===== src/rtl/rf_wport_arbiter.sv =====
`default_nettype none
// ============================================================================
//  Module      : rf_wport_arbiter
//  Description : Register-file write-port arbiter. WB has fixed priority; aux
//                writes queue in a FIFO and drain on idle port cycles.
//                Optional statistics counters enabled by RF_ARB_STATS_EN.
//  Revision    : 1.0 - initial release
// ============================================================================
module rf_wport_arbiter #(
    parameter int DEPTH      = 4,
    parameter int STARVE_MAX = 8
) (
    input  logic        clk,
    input  logic        rst,
    input  logic        wb_wr,
    input  logic [3:0]  wb_dst,
    input  logic [31:0] wb_data,
    input  logic        wb_high,
    input  logic        wb_low,
    input  logic        aux_valid,
    output logic        aux_ready,
    input  logic [3:0]  aux_dst,
    input  logic [31:0] aux_data,
    input  logic        aux_high,
    input  logic        aux_low,
    output logic        wr,
    output logic [3:0]  wr_dst,
    output logic [31:0] wr_data,
    output logic        high,
    output logic        low,
    output logic [15:0] pend_mask,
`ifdef RF_ARB_STATS_EN
    output logic [15:0] stat_aux_wr,
    output logic [15:0] stat_starve,
`endif
    output logic        stall_req
);

    localparam int ADDR_W = $clog2(DEPTH);
    localparam int CNT_W  = $clog2(STARVE_MAX) + 1;
    localparam logic [ADDR_W:0]  C_FULL      = DEPTH[ADDR_W:0];
    localparam logic [CNT_W-1:0] C_STARVE_LIM = CNT_W'(STARVE_MAX - 1);

    typedef enum logic [1:0] {
        ST_IDLE   = 2'd0,
        ST_PEND   = 2'd1,
        ST_STARVE = 2'd2
    } state_t;

    logic [3:0]        r_mem_dst  [DEPTH];
    logic [31:0]       r_mem_data [DEPTH];
    logic [DEPTH-1:0]  r_mem_high;
    logic [DEPTH-1:0]  r_mem_low;
    logic [DEPTH-1:0]  r_valid;
    logic [ADDR_W-1:0] r_wptr;
    logic [ADDR_W-1:0] r_rptr;
    logic [ADDR_W:0]   r_count;
    logic [CNT_W-1:0]  r_starve_cnt;
    state_t            r_state;

    logic              w_empty;
    logic              w_push;
    logic              w_pop;
    logic [ADDR_W:0]   w_count_nxt;

    // Ready is derived from registered occupancy, so a full FIFO never pushes and pops together.
    assign aux_ready   = (r_count != C_FULL);
    assign w_empty     = (r_count == '0);
    assign w_push      = aux_valid && aux_ready;
    assign w_pop       = !wb_wr && !w_empty;
    assign w_count_nxt = r_count + (ADDR_W+1)'(w_push) - (ADDR_W+1)'(w_pop);

    always_ff @(posedge clk) begin
        if (rst) begin
            r_wptr  <= '0;
            r_rptr  <= '0;
            r_count <= '0;
            r_valid <= '0;
        end else begin
            if (w_push) begin
                r_valid[r_wptr] <= 1'b1;
                r_wptr          <= r_wptr + 1'b1;
            end
            if (w_pop) begin
                r_valid[r_rptr] <= 1'b0;
                r_rptr          <= r_rptr + 1'b1;
            end
            r_count <= w_count_nxt;
        end
    end

    always_ff @(posedge clk) begin
        if (w_push) begin
            r_mem_dst[r_wptr]  <= aux_dst;
            r_mem_data[r_wptr] <= aux_data;
            r_mem_high[r_wptr] <= aux_high;
            r_mem_low[r_wptr]  <= aux_low;
        end
    end

    always_comb begin
        pend_mask = '0;
        for (int i = 0; i < DEPTH; i++) begin
            if (r_valid[i]) pend_mask[r_mem_dst[i]] = 1'b1;
        end
    end

    always_ff @(posedge clk) begin
        if (rst) begin
            wr      <= 1'b0;
            wr_dst  <= '0;
            wr_data <= '0;
            high    <= 1'b0;
            low     <= 1'b0;
        end else if (wb_wr) begin
            wr      <= 1'b1;
            wr_dst  <= wb_dst;
            wr_data <= wb_data;
            high    <= wb_high;
            low     <= wb_low;
        end else if (w_pop) begin
            wr      <= 1'b1;
            wr_dst  <= r_mem_dst[r_rptr];
            wr_data <= r_mem_data[r_rptr];
            high    <= r_mem_high[r_rptr];
            low     <= r_mem_low[r_rptr];
        end else begin
            wr      <= 1'b0;
            high    <= 1'b0;
            low     <= 1'b0;
        end
    end

    always_ff @(posedge clk) begin
        if (rst) begin
            r_state      <= ST_IDLE;
            r_starve_cnt <= '0;
            stall_req    <= 1'b0;
        end else begin
            case (r_state)
                ST_IDLE: begin
                    if (w_push) r_state <= ST_PEND;
                end
                ST_PEND: begin
                    if (w_pop) begin
                        r_starve_cnt <= '0;
                        if (w_count_nxt == '0) r_state <= ST_IDLE;
                    end else if (wb_wr) begin
                        if (r_starve_cnt == C_STARVE_LIM) begin
                            r_state      <= ST_STARVE;
                            r_starve_cnt <= '0;
                            stall_req    <= 1'b1;
                        end else begin
                            r_starve_cnt <= r_starve_cnt + 1'b1;
                        end
                    end
                end
                ST_STARVE: begin
                    if (w_pop) begin
                        stall_req <= 1'b0;
                        r_state   <= (w_count_nxt == '0) ? ST_IDLE : ST_PEND;
                    end
                end
                default: begin
                    r_state      <= ST_IDLE;
                    r_starve_cnt <= '0;
                    stall_req    <= 1'b0;
                end
            endcase
        end
    end

`ifdef RF_ARB_STATS_EN
    always_ff @(posedge clk) begin
        if (rst) begin
            stat_aux_wr <= '0;
            stat_starve <= '0;
        end else begin
            if (w_pop) stat_aux_wr <= stat_aux_wr + 1'b1;
            if (r_state == ST_PEND && !w_pop && wb_wr && r_starve_cnt == C_STARVE_LIM)
                stat_starve <= stat_starve + 1'b1;
        end
    end
`endif

endmodule
`default_nettype wire


===== config.mk =====
export PLATFORM = sky130hd
export DESIGN_NAME = rf_wport_arbiter
export DESIGN_NICKNAME = d
export VERILOG_FILES = /design/src/rtl/rf_wport_arbiter.sv
export SDC_FILE = /design/constraint.sdc
export NUM_CORES = 1
export LEC_CHECK = 0
export CORE_AREA = 2 2 150 152
export CTS_CLUSTER_SIZE = 12
export DETAILED_ROUTE_END_ITERATION = 8
export DIE_AREA = 0 0 152 154
export PLACE_DENSITY = 0.74
export REMOVE_ABC_BUFFERS = 1
export SKIP_CTS_REPAIR_TIMING = 1
export SYNTH_ARGS = -nofsm -noshare
export SYNTH_HDL_FRONTEND = slang
export SYNTH_SLANG_ARGS = --single-unit

===== constraint.sdc =====
create_clock -name clk -period 2.7 [get_ports clk]
set_clock_uncertainty 0.1 [all_clocks]
set_input_delay 0.54 -clock clk [delete_from_list [all_inputs] [get_ports clk]]
set_output_delay 0.54 -clock clk [all_outputs]
set_load 0.02 [all_outputs]

Word-level counts from Yosys, hierarchy flattened
Memories as Yosys holds them, arrays and structs flattened. A register that Yosys moved wholly into a read port is not among the register bits.
Cells that the tools add are included.
{"block": "op_classes", "add_sub_neg": 5, "n_mul": 0, "n_div": 0, "n_lt_le_gt_ge": 12, "n_eq_ne": 12, "n_shift": 0, "muxes": 58, "bitwise_logic": 8, "n_reduce_logical": 18}
{"operator": "$mux 16", "count": 4}
{"operator": "$mux 32", "count": 2}
{"operator": "$or 16x16->16", "count": 3}
{"operator": "$mux 4", "count": 8}
{"operator": "$mux 1", "count": 21}
{"operator": "$lt 4x5->1 const B", "count": 4}
{"operator": "$mux 2", "count": 10}
{"operator": "$demux 1 s4", "count": 4}
{"operator": "$ge 4x1->1 const B", "count": 4}
{"operator": "$ne 3x3->1 const B", "count": 4}
{"operator": "$ne 2x2->1 const B", "count": 5}
{"operator": "$reduce_and 5->1", "count": 2}
{"operator": "$bwmux 4", "count": 2}
{"operator": "$logic_and 1x1->1", "count": 8}
{"operator": "$pmux 4 s2", "count": 1}
{"operator": "$logic_not 3->1", "count": 2}
{"operator": "$lt 2x3->1 const B", "count": 2}
{"operator": "$pmux 2 s3", "count": 1}
{"operator": "$add 2x1->2 const B", "count": 2}
{"operator": "$add 4x1->4 const B", "count": 1}
{"operator": "$and 4x4->4", "count": 1}
{"operator": "$bmux 1 s2", "count": 2}
{"operator": "$demux 1 s2", "count": 2}
{"operator": "$eq 4x3->1 const B", "count": 1}
{"operator": "other kinds (14)", "count": 17}
{"block": "totals", "ff_bits": 65, "latchBits": 0, "mem_bits_rw": 144, "mem_bits_ro": 0, "in_bits": 80, "output_inout_bits": 57, "memories": 2}
{"memory": "r_mem_data", "depth": 4, "width": 32, "read_ports": 1, "rd_ports_with_merged_regs": 1, "wr": 1, "line": "51", "rtl": "logic [31:0] r_mem_data [DEPTH];"}
{"memory": "r_mem_dst", "depth": 4, "width": 4, "read_ports": 5, "rd_ports_with_merged_regs": 1, "wr": 1, "line": "50", "rtl": "logic [3:0] r_mem_dst [DEPTH];"}

Logic depth before layout (Yosys ltp)
{"block": "logic_depth", "depth_word": 11, "ltp_mapped": 13, "ltp_nobuf": 12}

Worst setup path before layout
Ideal clock, no wire load.
{"block": "synth_path", "path_type": "register -> register", "startpoint": "reg r_count[2]", "endpoint": "reg r_state[0]", "setup_ns": 0.095, "t_arrival_ns": 2.685, "required_time_ns": 2.505, "setup_slack_ns": -0.180, "path_stages_with_launch": 14, "period_less_slack_ns": 2.880, "path_cell_list": "dfxtp_1 or3b_1 and2_1 clkbuf_1 inv_1 ha_1 inv_1 ha_1 inv_1 fa_1 xnor3_1 nand3b_1 nand4_1 a221oi_1"}
{"block": "synth_between", "elab_chain_cells": 8}
{"item": "start, declared", "line": "57", "rtl": "logic [ADDR_W:0] r_count;"}
{"item": "start signal, assigned", "line": "88", "rtl": "r_count <= w_count_nxt;"}
{"item": "$ne 3x3->1 *", "line": "67", "rtl": "assign aux_ready = (r_count != C_FULL);"}
{"item": "via aux_ready", "line": "21", "rtl": "output logic aux_ready,"}
{"item": "$logic_and 1x1->1 *", "line": "69", "rtl": "assign w_push = aux_valid && aux_ready;"}
{"item": "$add 3x1->3", "line": "71", "rtl": "assign w_count_nxt = r_count + (ADDR_W+1)'(w_push) - (ADDR_W+1)'(w_pop);"}
{"item": "$sub 3x1->3", "line": "71"}
{"item": "$logic_not 3->1", "line": "147, 161"}
{"item": "$mux 1", "line": "161", "rtl": "r_state <= (w_count_nxt == '0) ? ST_IDLE : ST_PEND;"}
{"item": "$mux 2", "line": "159", "rtl": "if (w_pop) begin"}
{"item": "$pmux 2 s3", "line": "140", "rtl": "case (r_state)"}
{"item": "end signal, assigned", "line": "161"}
{"item": "end, declared", "line": "59", "rtl": "state_t r_state;"}
The timed path passes the listed nets; every way through them passes the cells marked *. The select of a mux whose other input is x is not followed.
A chain may end at the register's enable or synchronous reset.

Final worst setup path
{"block": "layout_path", "startpoint": "reg r_count[0]", "endpoint": "reg r_state[0]"}
{"block": "layout_between", "elab_chain_cells": 8}
{"item": "$ne 3x3->1 or $logic_not 3->1 (tied branches)", "line": "67, 68"}
{"item": "$logic_and 1x1->1 or $logic_not 1->1 (tied branches)", "line": "69, 70"}
{"item": "$add 3x1->3 or $logic_and 1x1->1 (tied branches)", "line": "71, 70"}
{"item": "$sub 3x1->3", "line": "71"}
{"item": "$logic_not 3->1", "line": "147, 161"}
{"item": "$mux 1", "line": "161"}
{"item": "$mux 2", "line": "159"}
{"item": "$pmux 2 s3", "line": "140"}
Several ways; a longest one is shown, not always the timed one. The select of a mux whose other input is x is not followed.

==> impl_results.html <==
<table>
<tr><th>Metric</th><th>Value</th></tr>
<tr><th colspan="2">CTS</th></tr>
<tr><td>CTS Root Cell</td><td>sky130_fd_sc_hd__clkbuf_16</td></tr>
<tr><td>Latest clock arrival within the worst-skew pair</td><td>between 0.5 and 0.6 ns</td></tr>
<tr><td>Clock transition time at the flip-flop clock pins of the worst setup and hold paths</td><td>around 0.060 ns</td></tr>
<tr><td>Num Clock Sinks</td><td>211</td></tr>
<tr><td>Clock tree from TritonCTS</td><td>built</td></tr>
<tr><td>Number of buffers added by the clock tree synthesis step</td><td>23</td></tr>
<tr><td>H-tree lvl count</td><td>1</td></tr>
<tr><td>Largest buffer count on any clock path</td><td>3</td></tr>
<tr><th colspan="2">Placement</th></tr>
<tr><td>Number of cells after detailed placement</td><td>965</td></tr>
<tr><td>Number of port buffers</td><td>approximately 140</td></tr>
<tr><td>Detailed Place HPWL</td><td>13770 µm</td></tr>
<tr><td>RePlAce Congestion</td><td>0.8129</td></tr>
<tr><th colspan="2">Synthesis</th></tr>
<tr><td>Post-Synthesis Mean Instance Area</td><td>15.73 µm²</td></tr>
<tr><td>Number of synthesis warnings</td><td>0</td></tr>
<tr><td>Simple-Gate Fraction of Synth Area</td><td>0.06951</td></tr>
<tr><td>Adder and majority cell fraction of the synthesized area</td><td>0.01802</td></tr>
<tr><td>Yosys cell types</td><td>49</td></tr>
<tr><td>Part of the Yosys area used for sequential elements</td><td>0.6568</td></tr>
<tr><td>Main combinational cell family by area after synthesis</td><td>multiplexers</td></tr>
<tr><td>Synthesized area</td><td>8748 µm²</td></tr>
<tr><td>Most used DFF post-synth</td><td>sky130_fd_sc_hd__edfxtp_1</td></tr>
<tr><td>Post-Synthesis Cells</td><td>roughly 560</td></tr>
<tr><td>Post-synthesis sequential element count</td><td>211</td></tr>
<tr><td>Compound-cell area share of the yosys netlist</td><td>0.08481</td></tr>
<tr><td>Count of flip-flops with a built-in enable after synthesis</td><td>152</td></tr>
<tr><td>Share of synthesized area spent on multiplexers</td><td>0.1413</td></tr>
<tr><td>Post-Synth XOR/XNOR Area</td><td>0.004577</td></tr>
<tr><td>FFs w/ async S/R, synth</td><td>0</td></tr>
<tr><th colspan="2">Detailed routing</th></tr>
<tr><td>Via count</td><td>5400</td></tr>
<tr><td>Number of vias per cell after detailed routing</td><td>5.336</td></tr>
<tr><td>Starting DRT DRC Count</td><td>253</td></tr>
<tr><td>Sum of routed wire length over all layers</td><td>just over 20000 µm</td></tr>
<tr><td>Detail-routed net length per standard cell</td><td>between 20 and 25 µm</td></tr>
<tr><td>Number of DRC violations after detailed routing</td><td>0</td></tr>
<tr><td>Post-route antenna net violation count</td><td>0</td></tr>
<tr><td>Pre-Repair DR Iteration Count</td><td>5</td></tr>
<tr><th colspan="2">STA</th></tr>
<tr><td>Final setup violating endpoints</td><td>0</td></tr>
<tr><td>Tightest slew margin relative to the limit</td><td>0.5500</td></tr>
<tr><td>Highest Clock Rate</td><td>around 380 MHz</td></tr>
<tr><td>RSZ-0062 raised after global routing</td><td>true</td></tr>
<tr><td>Period utilisation layout</td><td>0.9799</td></tr>
<tr><td>Clock period minus worst slack</td><td>2.646 ns</td></tr>
<tr><td>Number of endpoints with negative hold slack in the final report</td><td>0</td></tr>
<tr><td>Measured slew at the worst slew-check pin</td><td>around 0.67 ns</td></tr>
<tr><td>Final-report max-slew violation count</td><td>0</td></tr>
<tr><th colspan="2">Global route</th></tr>
<tr><td>Overflow left after global routing</td><td>0</td></tr>
<tr><td>GRT Overall Usage</td><td>0.1724</td></tr>
<tr><td>Pin count of the biggest net entering global routing</td><td>74</td></tr>
<tr><td>Vias in the first global route</td><td>5710</td></tr>
<tr><td>Wire length of the first global-routing pass</td><td>32130 µm</td></tr>
<tr><td>Initial antenna violation count</td><td>1</td></tr>
<tr><th colspan="2">Die</th></tr>
<tr><td>Die outline height</td><td>about 150 µm</td></tr>
<tr><td>CORE AREA</td><td>21690 µm²</td></tr>
<tr><td>Total die area</td><td>23410 µm²</td></tr>
<tr><td>Total number of placement rows</td><td>54</td></tr>
<tr><td>Effective utilization at floorplan</td><td>0.4034</td></tr>
<tr><td># IOs</td><td>137</td></tr>
<tr><td>Die W</td><td>152 µm</td></tr>
<tr><th colspan="2">Worst setup path</th></tr>
<tr><td>Cells traversed along the worst timing path</td><td>or3b_4 -&gt; and2_4 -&gt; inv_4 -&gt; ha_4 -&gt; inv_4 -&gt; ha_4 -&gt; inv_2 -&gt; fa_2 -&gt; xnor3_1 -&gt; nand3b_1 -&gt; nand4_1 -&gt; a221oi_2</td></tr>
<tr><td>Highest fanout seen on the critical path</td><td>2</td></tr>
<tr><td>Launching element type of the critical path</td><td>flip-flop</td></tr>
<tr><td>Signal arrival time at the worst endpoint</td><td>2.97 ns</td></tr>
<tr><td>Worst stage delay on the critical path</td><td>0.39 ns</td></tr>
<tr><td>Kind of cell adding the most delay to the critical path</td><td>simple AND/OR/NAND/NOR gates</td></tr>
<tr><td>Setup crit end kind</td><td>flip-flop</td></tr>
<tr><td>Worst setup path class</td><td>flip-flop to flip-flop</td></tr>
<tr><td>Required time at the worst-slack endpoint</td><td>3.03 ns</td></tr>
<tr><td>Worst Path Buf+Inv</td><td>3</td></tr>
<tr><td>Cell with the biggest individual delay on the critical path</td><td>sky130_fd_sc_hd__or3b_4</td></tr>
<tr><td>Slack of the worst reg-to-reg path</td><td>roughly 0.054 ns</td></tr>
<tr><th colspan="2">Layout</th></tr>
<tr><td>Filler cell count</td><td>1755</td></tr>
<tr><td>Fraction of layout cells with a size suffix above 1</td><td>0.2025</td></tr>
<tr><td>Finished Layout Cells</td><td>1012</td></tr>
<tr><td># nets final</td><td>807</td></tr>
<tr><td>Growth of design area from synthesis to finish</td><td>30.19%</td></tr>
<tr><td>Finished Core Util</td><td>0.5252</td></tr>
<tr><th colspan="2">Flow run</th></tr>
<tr><td>Number of max-cap violations</td><td>0</td></tr>
<tr><th colspan="2">Run status</th></tr>
<tr><td>Run status</td><td>completed</td></tr>
<tr><th colspan="2">Power</th></tr>
<tr><td>Leakage power</td><td>4.140 nW</td></tr>
<tr><td>Total power density per cell area</td><td>875.1 nW/µm²</td></tr>
<tr><td>Worst VDD drop</td><td>approximately 500 µV</td></tr>
<tr><th colspan="2">Hold path</th></tr>
<tr><td>Class of the tightest hold or removal check</td><td>primary input to flip-flop</td></tr>
</table>
==> placed cells by master, fill, tap and decap left out, types with 5 or more instances in the layout <==
cell type / instances
sky130_fd_sc_hd__buf_2: 5
sky130_fd_sc_hd__a211oi_1: 27
sky130_fd_sc_hd__mux2i_1: 38
sky130_fd_sc_hd__nor2_1: 56
sky130_fd_sc_hd__nand3b_1: 7
sky130_fd_sc_hd__clkbuf_16: 24
sky130_fd_sc_hd__inv_1: 7
sky130_fd_sc_hd__a21oi_1: 9
sky130_fd_sc_hd__edfxtp_1: 152
sky130_fd_sc_hd__dlymetal6s2s_1: 12
sky130_fd_sc_hd__nand2_1: 11
sky130_fd_sc_hd__ha_1: 9
sky130_fd_sc_hd__buf_12: 6
sky130_fd_sc_hd__buf_4: 23
sky130_fd_sc_hd__mux4_2: 38
sky130_fd_sc_hd__clkdlybuf4s50_1: 118
sky130_fd_sc_hd__clkbuf_1: 7
sky130_fd_sc_hd__nand2b_1: 6
sky130_fd_sc_hd__dfxtp_1: 54
sky130_fd_sc_hd__clkbuf_8: 5
sky130_fd_sc_hd__o221ai_1: 12
sky130_fd_sc_hd__dfxtp_2: 5
sky130_fd_sc_hd__a22oi_1: 9
sky130_fd_sc_hd__a211oi_2: 10
==> cells by family after synthesis <==
family / count (synthesis)
AO/OA/AOI/OAI: 92
XOR/XNOR: 3
adder cells (fa/ha/maj): 12
buffers and inverters: 41
flip-flops: 211
multiplexers: 76
AND/OR/NAND/NOR: 121
==> path summary, 6_finish.rpt <==
check / endpoint / startpoint / cells after the start
min reg2reg: wr_data[11]$_SDFFE_PP0P_ / wr_data[11]$_SDFFE_PP0P_ / 2
min: high$_SDFF_PP0_ / rst / 2
max reg2reg: r_state[0]$_SDFFE_PP0P_ / r_count[0]$_SDFF_PP0_ / 12
max: r_state[0]$_SDFFE_PP0P_ / r_count[0]$_SDFF_PP0_ / 12
==> power by group <==
part           total (W)  internal (W)  switching (W)
combinational    0.00270       0.00135        0.00135
clock            0.00298       0.00177        0.00121
sequential       0.00428       0.00400       0.000287
==> final cells by class <==
type | instances | area, µm² | area share
flip-flops and latches | 211 | 5752 | 0.5050
well taps | 280 | 350.3 | 0.03076
diodes | 1 | 2.502 | 0.0002197
repair buffers | 165 | 1654 | 0.1452
clock buffers | 36 | 695.7 | 0.06108
multi-input cells | 304 | 2855 | 0.2507
inverters | 10 | 42.54 | 0.003735
clock inverters | 5 | 37.54 | 0.003296
==> stage by stage <==
step / worst slack (ns) / total power (W) / setup TNS (ns) / hold slack (ns) / cell area (µm²)
2_1_floorplan: -0.1521 / 0.005857 / -0.1521 / 0.3699 / 8567
3_3_place_gp: -0.2743 / 0.006919 / -0.2743 / 0.3852 / 10530
3_5_place_dp: -0.3745 / 0.007026 / -0.3745 / 0.3927 / 10530
4_1_cts: -0.3648 / 0.01004 / -3.720 / 0.3601 / 11260
5_1_grt: -0.03143 / 0.01046 / -0.03466 / 0.3714 / 11390
6_report: 0.05439 / 0.009967 / 0 / 0.3837 / 11390
==> flip-flops by register name (all words and copies together) (netlist names), named ones only <==
name / count
low: 1
r_mem_high: 4
r_rptr: 2
r_starve_cnt: 4
r_mem_data: 128
stall_req: 1
r_mem_dst: 16
r_count: 3
r_mem_low: 4
r_valid: 4
wr: 1
high: 1
wr_data: 32
r_state: 2
wr_dst: 4
r_wptr: 2
==> Yosys cell counts, types with 7 or more instances <==
master | number | area (µm²)
sky130_fd_sc_hd__edfxtp_1 | 152 | 4564
sky130_fd_sc_hd__nand2_1 | 11 | 41.29
sky130_fd_sc_hd__nor2_1 | 59 | 221.5
sky130_fd_sc_hd__dfxtp_1 | 59 | 1181
sky130_fd_sc_hd__a22oi_1 | 9 | 67.56
sky130_fd_sc_hd__nand3b_1 | 7 | 52.55
sky130_fd_sc_hd__ha_1 | 11 | 137.6
sky130_fd_sc_hd__o221ai_1 | 12 | 105.1
sky130_fd_sc_hd__a211oi_2 | 10 | 125.1
sky130_fd_sc_hd__buf_2 | 7 | 35.03
sky130_fd_sc_hd__mux4_2 | 38 | 855.8
sky130_fd_sc_hd__clkbuf_1 | 12 | 45.04
sky130_fd_sc_hd__a211oi_1 | 27 | 202.7
sky130_fd_sc_hd__mux2i_1 | 38 | 380.4
sky130_fd_sc_hd__inv_1 | 10 | 37.54
sky130_fd_sc_hd__a21oi_1 | 9 | 45.04
==> metal layers <==
layer	GRT usage	up-vias	part of all wire
met4	0.03471	0	0.012
met5	0	-	0
met3	0.03298	19	0.046
met2	0.3033	123	0.50
met1	0.2241	2726	0.44
li1	-	2532	-
(Power assumes the default switching activity.)
